--- src/rtl/cpu_pkg.sv ---
// cpu_pkg: encodings shared by the control unit, the ALU and the CPU top.
//   - alu_op_e    : ALU operation codes
//   - OP_* / FN_* : MIPS opcode and funct field values
//   - REGSEL_*    : writeback source select
//   - ALUSRC_*    : ALU B-operand select
//   - ctrl_t      : bundle of decoded execute-stage control signals
package cpu_pkg;

  typedef enum logic [3:0] {
    ALU_AND   = 4'b0000,
    ALU_OR    = 4'b0001,
    ALU_XOR   = 4'b0010,
    ALU_NOR   = 4'b0011,
    ALU_ADD   = 4'b0100,
    ALU_SUB   = 4'b0101,
    ALU_MULT  = 4'b0110,
    ALU_MULTU = 4'b0111,
    ALU_SLL   = 4'b1000,
    ALU_SRL   = 4'b1001,
    ALU_SRA   = 4'b1010,
    ALU_SLT   = 4'b1100,
    ALU_SLTU  = 4'b1101
  } alu_op_e;

  // Opcodes (instr[31:26])
  localparam logic [5:0] OP_RTYPE = 6'h00;
  localparam logic [5:0] OP_ADDI  = 6'h08;
  localparam logic [5:0] OP_ADDIU = 6'h09;
  localparam logic [5:0] OP_SLTI  = 6'h0A;
  localparam logic [5:0] OP_SLTIU = 6'h0B;
  localparam logic [5:0] OP_ANDI  = 6'h0C;
  localparam logic [5:0] OP_ORI   = 6'h0D;
  localparam logic [5:0] OP_XORI  = 6'h0E;
  localparam logic [5:0] OP_LUI   = 6'h0F;
  localparam logic [5:0] OP_LW    = 6'h23;
  localparam logic [5:0] OP_SW    = 6'h2B;

  // Funct codes (instr[5:0])
  localparam logic [5:0] FN_SLL   = 6'h00;
  localparam logic [5:0] FN_SRL   = 6'h02;
  localparam logic [5:0] FN_SRA   = 6'h03;
  localparam logic [5:0] FN_MFHI  = 6'h10;
  localparam logic [5:0] FN_MFLO  = 6'h12;
  localparam logic [5:0] FN_MULT  = 6'h18;
  localparam logic [5:0] FN_MULTU = 6'h19;
  localparam logic [5:0] FN_ADD   = 6'h20;
  localparam logic [5:0] FN_ADDU  = 6'h21;
  localparam logic [5:0] FN_SUB   = 6'h22;
  localparam logic [5:0] FN_SUBU  = 6'h23;
  localparam logic [5:0] FN_AND   = 6'h24;
  localparam logic [5:0] FN_OR    = 6'h25;
  localparam logic [5:0] FN_XOR   = 6'h26;
  localparam logic [5:0] FN_NOR   = 6'h27;
  localparam logic [5:0] FN_SLT   = 6'h2A;
  localparam logic [5:0] FN_SLTU  = 6'h2B;

  // Writeback source select
  localparam logic [1:0] REGSEL_ALU = 2'b00;
  localparam logic [1:0] REGSEL_HI  = 2'b01;
  localparam logic [1:0] REGSEL_LO  = 2'b10;

  // ALU B-operand select
  localparam logic [1:0] ALUSRC_RT   = 2'b00;
  localparam logic [1:0] ALUSRC_SEXT = 2'b01;
  localparam logic [1:0] ALUSRC_ZEXT = 2'b10;

  localparam logic [4:0] LUI_SHAMT = 5'd16;

  typedef struct packed {
    alu_op_e    alu_op;
    logic [4:0] shamt;
    logic       enhilo;
    logic [1:0] regsel;
    logic       regwrite;
    logic       rdrt;
    logic       memwrite;
    logic [1:0] alu_src;
    logic       gpio_out;
    logic       gpio_in;
  } ctrl_t;

endpackage

--- src/rtl/control_unit.sv ---
// control_unit: combinational MIPS-subset decoder for the execute stage.
//
// Ports:
//   clk, rst          clock and asynchronous active-high reset
//   i_type            opcode instr[31:26]
//   shamt             instr[10:6]
//   function_code     funct instr[5:0]
//   stall_FETCH       execute-stage instruction is a bubble
//   alu_op            ALU operation (cpu_pkg::alu_op_e)
//   shamt_EX          shift amount to ALU
//   enhilo_EX         latch hi/lo
//   regsel_EX         writeback source (ALU / hi / lo)
//   regwrite_EX       register-file write enable
//   rdrt_EX           destination select, 0 = rd, 1 = rt
//   memwrite_EX       store strobe
//   alu_src_EX        ALU B source (rt / sign-ext imm / zero-ext imm)
//   GPIO_OUT          latch rt data to gpio_out
//   GPIO_IN           write gpio_in to the destination register
//   illegal           (only with CONTROL_UNIT_ILLEGAL_FLAG_EN) encoding
//                     decoded to the default NOP outside a bubble
//
// Optional feature macro: CONTROL_UNIT_ILLEGAL_FLAG_EN
module control_unit
  import cpu_pkg::*;
(
  input  logic       clk,
  input  logic       rst,
  input  logic [5:0] i_type,
  input  logic [4:0] shamt,
  input  logic [5:0] function_code,
  input  logic       stall_FETCH,
  output logic [3:0] alu_op,
  output logic [4:0] shamt_EX,
  output logic       enhilo_EX,
  output logic [1:0] regsel_EX,
  output logic       regwrite_EX,
  output logic       rdrt_EX,
  output logic       memwrite_EX,
  output logic [1:0] alu_src_EX,
  output logic       GPIO_OUT,
`ifdef CONTROL_UNIT_ILLEGAL_FLAG_EN
  output logic       GPIO_IN,
  output logic       illegal
`else
  output logic       GPIO_IN
`endif
);

  // Holds off decode for the first cycle after reset so the instruction
  // register has been loaded once before anything is acted upon.
  logic first_q;

  always_ff @(posedge clk or posedge rst) begin
    if (rst) begin
      first_q <= 1'b1;
    end else begin
      first_q <= 1'b0;
    end
  end

  logic  bubble;
  ctrl_t dec_d;
  ctrl_t ctrl;

  assign bubble = rst | first_q | stall_FETCH;

  always_comb begin
    dec_d        = '0;
    dec_d.alu_op = ALU_AND;
    unique case (i_type)
      OP_RTYPE: begin
        case (function_code)
          FN_ADD, FN_ADDU: begin dec_d.alu_op = ALU_ADD; dec_d.regwrite = 1'b1; end
          FN_SUB, FN_SUBU: begin dec_d.alu_op = ALU_SUB; dec_d.regwrite = 1'b1; end
          FN_AND:  begin dec_d.alu_op = ALU_AND;  dec_d.regwrite = 1'b1; end
          FN_OR:   begin dec_d.alu_op = ALU_OR;   dec_d.regwrite = 1'b1; end
          FN_XOR:  begin dec_d.alu_op = ALU_XOR;  dec_d.regwrite = 1'b1; end
          FN_NOR:  begin dec_d.alu_op = ALU_NOR;  dec_d.regwrite = 1'b1; end
          FN_SLT:  begin dec_d.alu_op = ALU_SLT;  dec_d.regwrite = 1'b1; end
          FN_SLTU: begin dec_d.alu_op = ALU_SLTU; dec_d.regwrite = 1'b1; end
          FN_SLL: begin
            dec_d.alu_op   = ALU_SLL;
            dec_d.shamt    = shamt;
            dec_d.regwrite = 1'b1;
          end
          FN_SRL: begin
            dec_d.alu_op   = ALU_SRL;
            dec_d.shamt    = shamt;
            dec_d.regwrite = 1'b1;
          end
          FN_SRA: begin
            dec_d.alu_op   = ALU_SRA;
            dec_d.shamt    = shamt;
            dec_d.regwrite = 1'b1;
          end
          FN_MULT:  begin dec_d.alu_op = ALU_MULT;  dec_d.enhilo = 1'b1; end
          FN_MULTU: begin dec_d.alu_op = ALU_MULTU; dec_d.enhilo = 1'b1; end
          FN_MFHI:  begin dec_d.regsel = REGSEL_HI; dec_d.regwrite = 1'b1; end
          FN_MFLO:  begin dec_d.regsel = REGSEL_LO; dec_d.regwrite = 1'b1; end
          default: ;
        endcase
      end
      OP_ADDI, OP_ADDIU: begin
        dec_d.alu_op   = ALU_ADD;
        dec_d.alu_src  = ALUSRC_SEXT;
        dec_d.rdrt     = 1'b1;
        dec_d.regwrite = 1'b1;
      end
      OP_SLTI: begin
        dec_d.alu_op   = ALU_SLT;
        dec_d.alu_src  = ALUSRC_SEXT;
        dec_d.rdrt     = 1'b1;
        dec_d.regwrite = 1'b1;
      end
      OP_SLTIU: begin
        dec_d.alu_op   = ALU_SLTU;
        dec_d.alu_src  = ALUSRC_SEXT;
        dec_d.rdrt     = 1'b1;
        dec_d.regwrite = 1'b1;
      end
      OP_ANDI: begin
        dec_d.alu_op   = ALU_AND;
        dec_d.alu_src  = ALUSRC_ZEXT;
        dec_d.rdrt     = 1'b1;
        dec_d.regwrite = 1'b1;
      end
      OP_ORI: begin
        dec_d.alu_op   = ALU_OR;
        dec_d.alu_src  = ALUSRC_ZEXT;
        dec_d.rdrt     = 1'b1;
        dec_d.regwrite = 1'b1;
      end
      OP_XORI: begin
        dec_d.alu_op   = ALU_XOR;
        dec_d.alu_src  = ALUSRC_ZEXT;
        dec_d.rdrt     = 1'b1;
        dec_d.regwrite = 1'b1;
      end
      OP_LUI: begin
        // lui is done as zero-extended imm shifted left by 16
        dec_d.alu_op   = ALU_SLL;
        dec_d.shamt    = LUI_SHAMT;
        dec_d.alu_src  = ALUSRC_ZEXT;
        dec_d.rdrt     = 1'b1;
        dec_d.regwrite = 1'b1;
      end
      OP_LW: begin
        dec_d.gpio_in  = 1'b1;
        dec_d.rdrt     = 1'b1;
        dec_d.regwrite = 1'b1;
      end
      OP_SW: begin
        dec_d.gpio_out = 1'b1;
        dec_d.memwrite = 1'b1;
      end
      default: ;
    endcase
  end

  always_comb begin
    ctrl        = dec_d;
    if (bubble) begin
      ctrl        = '0;
      ctrl.alu_op = ALU_AND;
    end
  end

  assign alu_op      = ctrl.alu_op;
  assign shamt_EX    = ctrl.shamt;
  assign enhilo_EX   = ctrl.enhilo;
  assign regsel_EX   = ctrl.regsel;
  assign regwrite_EX = ctrl.regwrite;
  assign rdrt_EX     = ctrl.rdrt;
  assign memwrite_EX = ctrl.memwrite;
  assign alu_src_EX  = ctrl.alu_src;
  assign GPIO_OUT    = ctrl.gpio_out;
  assign GPIO_IN     = ctrl.gpio_in;

`ifdef CONTROL_UNIT_ILLEGAL_FLAG_EN
  // Separate recognition table: an all-zero decode is not proof of an
  // unknown encoding (and/andi legitimately decode to alu_op 0000).
  logic known_d;

  always_comb begin
    known_d = 1'b0;
    case (i_type)
      OP_RTYPE: begin
        case (function_code)
          FN_ADD, FN_ADDU, FN_SUB, FN_SUBU, FN_AND, FN_OR, FN_XOR, FN_NOR,
          FN_SLT, FN_SLTU, FN_SLL, FN_SRL, FN_SRA, FN_MULT, FN_MULTU,
          FN_MFHI, FN_MFLO: known_d = 1'b1;
          default:          known_d = 1'b0;
        endcase
      end
      OP_ADDI, OP_ADDIU, OP_SLTI, OP_SLTIU, OP_ANDI, OP_ORI, OP_XORI,
      OP_LUI, OP_LW, OP_SW: known_d = 1'b1;
      default:              known_d = 1'b0;
    endcase
  end

  assign illegal = ~known_d & ~bubble;
`endif

endmodule

--- config.mk ---
export PLATFORM = sky130hd
export DESIGN_NAME = control_unit
export DESIGN_NICKNAME = d
export VERILOG_FILES = /design/src/rtl/cpu_pkg.sv /design/src/rtl/control_unit.sv
export SDC_FILE = /design/constraint.sdc
export NUM_CORES = 1
export LEC_CHECK = 0
export ABC_AREA = 1
export CORE_MARGIN = 4
export CORE_UTILIZATION = 36
export DETAILED_ROUTE_END_ITERATION = 12
export PLACE_DENSITY = 0.79
export REMOVE_ABC_BUFFERS = 1
export SLEW_MARGIN = 20
export SYNTH_ARGS = -nofsm -noshare
export SYNTH_HDL_FRONTEND = slang
export SYNTH_SLANG_ARGS = --single-unit
--- constraint.sdc ---
create_clock -name clk -period 1.5 [get_ports clk]
set_input_delay 0.375 -clock clk [delete_from_list [all_inputs] [get_ports clk]]
set_output_delay 0.375 -clock clk [all_outputs]
set_load 0.005 [all_outputs]
==> impl_metrics.toml, run 1 <==
[clocking]
cts_resized = 219
cts_setup_buffers = 30
hold_buffers = 0

[outcome]
outcome = "stopped before the end"
error_line = "[ERROR DPL-0033] detailed placement checks failed during check placement."
haltStage = "clock tree synthesis (4_1_cts)"

[place]
finalWeightedCongestion = 0.8897
dp_worst_setup_slack_ps = -1043
hpwl_um = 1900
port_buffers = 38
place_inst = 200

[yosys]
yosys_warnings = 0
ys_ff_latch = 1
synth.avg_cell_area_um2 = 4.835
ys_seq_area_share_pct = 4.348
synthCells = 125
synth.distinct_cells = 21
netlist_area_um2 = 604.3

[floorplanning]
dieHeight_um = 48.97
initial_core_util_pct = 39.20
io_pins = 39
rows = 14
chipWidth_um = 48.97
## cells by family after synthesis
group,share of synthesized area (%)
AND/OR/NAND/NOR,70.60
other,0.6205
buffers and inverters,15.53
flip-flops,4.349
AO/OA/AOI/OAI,8.902
## Yosys cell counts, drive strengths merged
library cell | number | area, um2
a21oi | 4 | 23.77
buf | 1 | 7.510
conb | 1 | 3.750
dfstp | 1 | 26.28
inv | 23 | 86.34
nand2 | 33 | 128.9
nand3 | 20 | 105.1
nand3b | 1 | 7.510
nand4 | 2 | 12.51
nor2 | 29 | 136.4
nor3 | 4 | 36.29
o21ai | 6 | 30.03
## stage by stage
stage                     instance area (um2)  setup TNS [ps]
after floorplan                         596.8               0
after global placement                   1175          -17550
after detailed placement                 1175          -18400
==> inputs of run 2 (changes only) <==
--- a/config.mk
+++ b/config.mk
@@ -6,10 +6,10 @@
 export NUM_CORES = 1
 export LEC_CHECK = 0
 export ABC_AREA = 1
-export CORE_MARGIN = 4
-export CORE_UTILIZATION = 36
+export CORE_AREA = 4 4 65 67
 export DETAILED_ROUTE_END_ITERATION = 12
-export PLACE_DENSITY = 0.79
+export DIE_AREA = 0 0 69 71
+export PLACE_DENSITY_LB_ADDON = 0.15
 export REMOVE_ABC_BUFFERS = 1
 export SLEW_MARGIN = 20
 export SYNTH_ARGS = -nofsm -noshare
==> impl_metrics.toml, run 2 <==
[yosys]
yosys_warnings = 0
ys_ff_latch = 1
ys_top_cells_by_area = "nand2_1 (19%), nand3_1 (16%), nor2_1 (12%)"
netlist_area_um2 = 604.3
ys_seq_area_share_pct = 4.348
async_flop_share_pct = 100.0
yosysMostFrequentCell = "nand2_1"
synth.distinct_cells = 21
yosysTopAreaCell = "nand2_1"
synthTopCellsByCount = "nand2_1 (31), nor2_1 (20), nand3_1 (19), inv_1 (16), nor2_2 (8)"
synthCells = 125
netlist.area_leader.share_pct = 19.25
synth.avg_cell_area_um2 = 4.835
synth_edf_count = 0
synth_ff_type = "dfstp_2"

[final_layout]
top_register = "first_q"
stdcell_count = 255
largest_reg_flops = 1
layout.nets = 229
area_delta_synth_final_pct = 182.0
reg_top3 = "first_q: 1 flops"
drive_gt1_share_pct = 75.36
n_antenna_cell = 0
final_common_cell = "buf_4"
fin_util_pct = 46.90
final_cell_mix = "buf_4 (30), buf_6 (25), buf_2 (19)"
fill_cells = 381

[route]
vias_per_cell = 4.271
drc_errors = 0
postRouteWirelength_um = 2977
ant_nets = 0
wl_per_cell_um = 11.67
vias = 1089
drtPass1Iterations = 6
drt_iter0_markers = 25

[critical_path]
crit_required_ps = 1120
worst-path-buf-inv = 6
crit_top_cell = "buf_6"
critPathTopFamily = "buffers and inverters"
critical_path_class = "in2out"
cp-end-kind = "primary output"
setup.worst_path.start_class = "input port"
max_stage_delay_ps = 130
cp_slowest_cell = "nand4_1"
worstPathCellList = "buf_8 > nor2_4 > nand4_1 > inv_2 > buf_6 > buf_6 > nand2_2 > nand3_2 > nand2_1 > inv_1 > buf_2"
cp.arrival_ps = 1360
critPathMaxFanout = 4

[hold_path]
holdCritPathClass = "in2async"

[timing]
fin_crit_sh_pct = 115.9
timing.hold.ws_ps = 376.4
max_freq_ghz = 0.5754
hold_violations = 0
finalMaxSlewViolations = 0
setup_ws_ps = -237.8
rsz0062_at_grt = "true"
post-route-min-period_ps = 1738
setup_tns_ps = -2914
setup_viol = 19

[floorplanning]
io_pins = 39
dieHeight_um = 71
dieArea_um2 = 4899
initial_core_util_pct = 16.63
design.core.area_um2 = 3633
chipWidth_um = 69
rows = 22

[place]
place_inst = 234
hpwl_um = 2016
port_buffers = 38
finalWeightedCongestion = 0.8363

[power]
ir_worst_vdd_uv = 160.1
power_density_nw_per_um2 = 189.9
cellLeakagePower_nw = 0.8723

[global_routing]
grt_pass1_vias = 1182
overflow = 0
grt_pass1_wl_um = 4899
antenna_found_initial = 0
grt_max_degree = 9
grtUsageTotal_pct = 11.53

[flow_run]
max_cap_violations = 0

[clocking]
cts.clk_slew.worst_paths_ps = 0

[outcome]
outcome = "finished, violations left"
failed_checks = "setup timing"
## run 2: cell counts after synthesis
No cell type changed its count.
## run 2: area by class of cell
type                            count  area [um2]  area share, %
Multi-Input combinational cell    100       807.0          47.36
Tap cell                           48       60.06          3.524
Inverter                           23       106.4          6.241
Sequential cell                     1       26.28          1.542
Timing Repair Buffer               83       704.4          41.34
## run 2: cells by family after synthesis
group	after synthesis	synth area share [%]
flip-flops	1	4.349
other	1	0.6205
buffers and inverters	24	15.53
AND/OR/NAND/NOR	89	70.60
AO/OA/AOI/OAI	10	8.902
## run 2: report_power, final
group          total [W]  switching [W]  internal [W]
Sequential     0.0000310     0.00000108     0.0000299
Combinational   0.000293       0.000146      0.000146
Clock                  0              0             0
Total           0.000324       0.000147      0.000176
## run 2: path summary, 6_finish.rpt
path | slack, ps | startpoint | end | depth (start not counted)
worst max-delay path | -240 | i_type[4] | alu_op[3] | 11
max in group asynchronous | 1100 | rst | first_q | 2
min in group clk | 1110 | i_type[5] | GPIO_OUT | 4
worst min-delay path | 380 | rst | first_q | 2
## run 2: metrics by stage
step | cell area, um2 | worst slack, ps | power (W)
after global routing | 1704 | -310.6 | 0.0003449
final | 1704 | -237.8 | 0.0003236
after global placement | 1217 | -1047 | 0.0002064
after detailed placement | 1217 | -1040 | 0.0002068
after floorplan | 596.8 | 37.64 | 0.00009560
after CTS | 1545 | -238.2 | 0.0002848
## run 2: what timing repair did
action | in CTS | in global routing
gates resized for setup | 230 | 39
endpoints found under the setup margin | 19 | 19
hold buffers | 0 | 0
pin swaps | 31 | 23
buffers inserted | 21 | 4
## run 2: routing by layer
layer / track usage, % / share of wire (%) / vias up
met1: 12.07 / 38 / 499
met4: 1.085 / 0.37 / 0
li1: - / - / 556
met3: 1.563 / 4.8 / 2
met2: 24.58 / 57 / 32
met5: 0 / 0 / -
Note: power is estimated with default switching activity, not from simulation.
==> patch: new RTL, settings of run 2 <==
Build with the macro `CONTROL_UNIT_ILLEGAL_FLAG_EN` defined.
--- a/src/rtl/control_unit.sv
+++ b/src/rtl/control_unit.sv
@@ -22,2 +22,4 @@
 // Optional feature macro: CONTROL_UNIT_ILLEGAL_FLAG_EN
+`define CONTROL_UNIT_ILLEGAL_FLAG_EN
+
 module control_unit
Function (old outputs only; new: illegal): kept (equiv_simple and equiv_induct, registers matched by name and starting in step).
==> patch against run 2 <==
  * Global-route usage up 1.0 points
  * Power up 8.4%
  * Cell area rose by 2.5%
  * Setup slack got worse by 0.013 ns
  * Critical endpoint is now alu_op[1]
  * The run still ends with negative setup slack left
  * Critical path depth down 2
  * Sequential cell count stayed put
  * Routed wire length rose by 9.5%
  * Area after synthesis up 9.9%
==> patch: results (changes against run 2) <==
| Metric | Value |
|---|---|
| Via Count | 1191 (+9.4%) |
| Yosys cell types | 23 (+9.5%) |
| Synth top cells by count | 32 x nand2_1, 22 x nor2_1, 18 x nand3_1, 17 x inv_1, 7 x inv_2 |
| Cell total after placement | 245 (+4.7%) |
| Ys flop type | dfstp_2 |
| Setup TNS Final | -3.27 ns (-0.359 ns) |
| GRT Util Overall | 12.6% (+1.0 points) |
| Sequential area share after synthesis | 3.95% (-0.39 points) |
| First-pass GRT wire length | 5440 um (+11%) |
| Gpl congestion | 0.830 (-0.74%) |
| Min setup slack post-route | -0.251 ns (-0.0133 ns) |
| CP max-delay cell | buf_4 |
| Vias in the first global route | 1292 (+9.3%) |
| Number of DRC markers in iteration 0 | 47 (+88%) |
| Layout Nets | 244 (+6.6%) |
| Routed len/inst | 12.1 um (+3.4%) |
| Final setup viols | 20 (+1) |
| Area contributors post-synth | nand2_1 18%, nand3_1 14%, nor2_1 12%, inv_1 9.6%, nor2_4 5.1% |
| # fillers | 377 (-1.0%) |
| Via density per instance | 4.41 (+3.3%) |
| Drt pass-1 iters | 4 (-2) |
| HPWL after detailed placement | 2240 um (+11%) |
| VDD IR max | 0.152 mV (-4.9%) |
| DP Worst Slack | -1.11 ns (-0.0666 ns) |
| Cell Area, Placed | 1300 um^2 (+7.0%) |
| Failing checks | negative setup slack |
| Leak pwr | 0.846 nW (-3.1%) |
| Met1 Resource Use GR | 14.9% (+2.8 points) |
| Synthesized area per cell | 5.00 um^2 (+3.3%) |
| CP arrival | 1.38 ns (+0.02 ns) |
| M3 GR Usage | 1.28% (-0.28 points) |
| Share of cells above drive strength 1 | 68.9% (-6.4 points) |
| Status | complete, but fails checks |
patch: cell count changes after synthesis, moves of 2 or more:
cell / run 2 / this run
nor2_2: 8 / 4
nor2_4: 1 / 3
a21oi_1: 3 / 5
o21ai_0: 4 / 2
nand4_1: 2 / 5
nor2_1: 20 / 22
o2111ai_1: 0 / 2
patch: final timing paths:
kind                             startpoint           end  slack, ns  cells after the start
max in group asynchronous               rst       first_q       1.10                      2
hold / removal                          rst       first_q       0.38                      2
min in group clk           function_code[2]  regsel_EX[0]       1.15                      5
setup / recovery                  i_type[2]     alu_op[1]      -0.25                      9
patch: report_power, final:
group | internal (mW) | total (mW) | switching [mW]
logic | 0.163 | 0.320 | 0.157
registers | 0.0299 | 0.0311 | 0.00117
clock network | 0 | 0 | 0
patch: what timing repair did:
item                                    4_1_cts  5_1_grt
cloned                                        1        0
hold buffers                                  0        0
pin swaps                                    45       24
resized for setup                           239       15
buffers inserted                             25        4
endpoints found under the setup margin       20       20
patch: area by class of cell:
type / instances / area, um^2 / area share [%]
inverter: 24 / 103 / 5.87
multi-input combinational: 108 / 781 / 44.7
sequential: 1 / 26.3 / 1.50
tap: 48 / 60.1 / 3.44
timing repair buffer: 89 / 777 / 44.5
patch: metal layers:
layer	share of wire (%)	vias to the layer above	wire length [um]
li1	-	608	-
met1	42	538	1370
met2	52	39	1690
met3	4.5	6	147
met4	1.4	0	46
met5	0	-	0
patch: kinds of logic (layout without fill, tap and decap cells):
logic type	count (synthesis)	after routing	synth area share [%]
simple gates	92	93	68.0
buf+inv	25	113	14.7
compound gates	14	14	12.8
other cells	1	1	0.564
flops	1	1	3.96
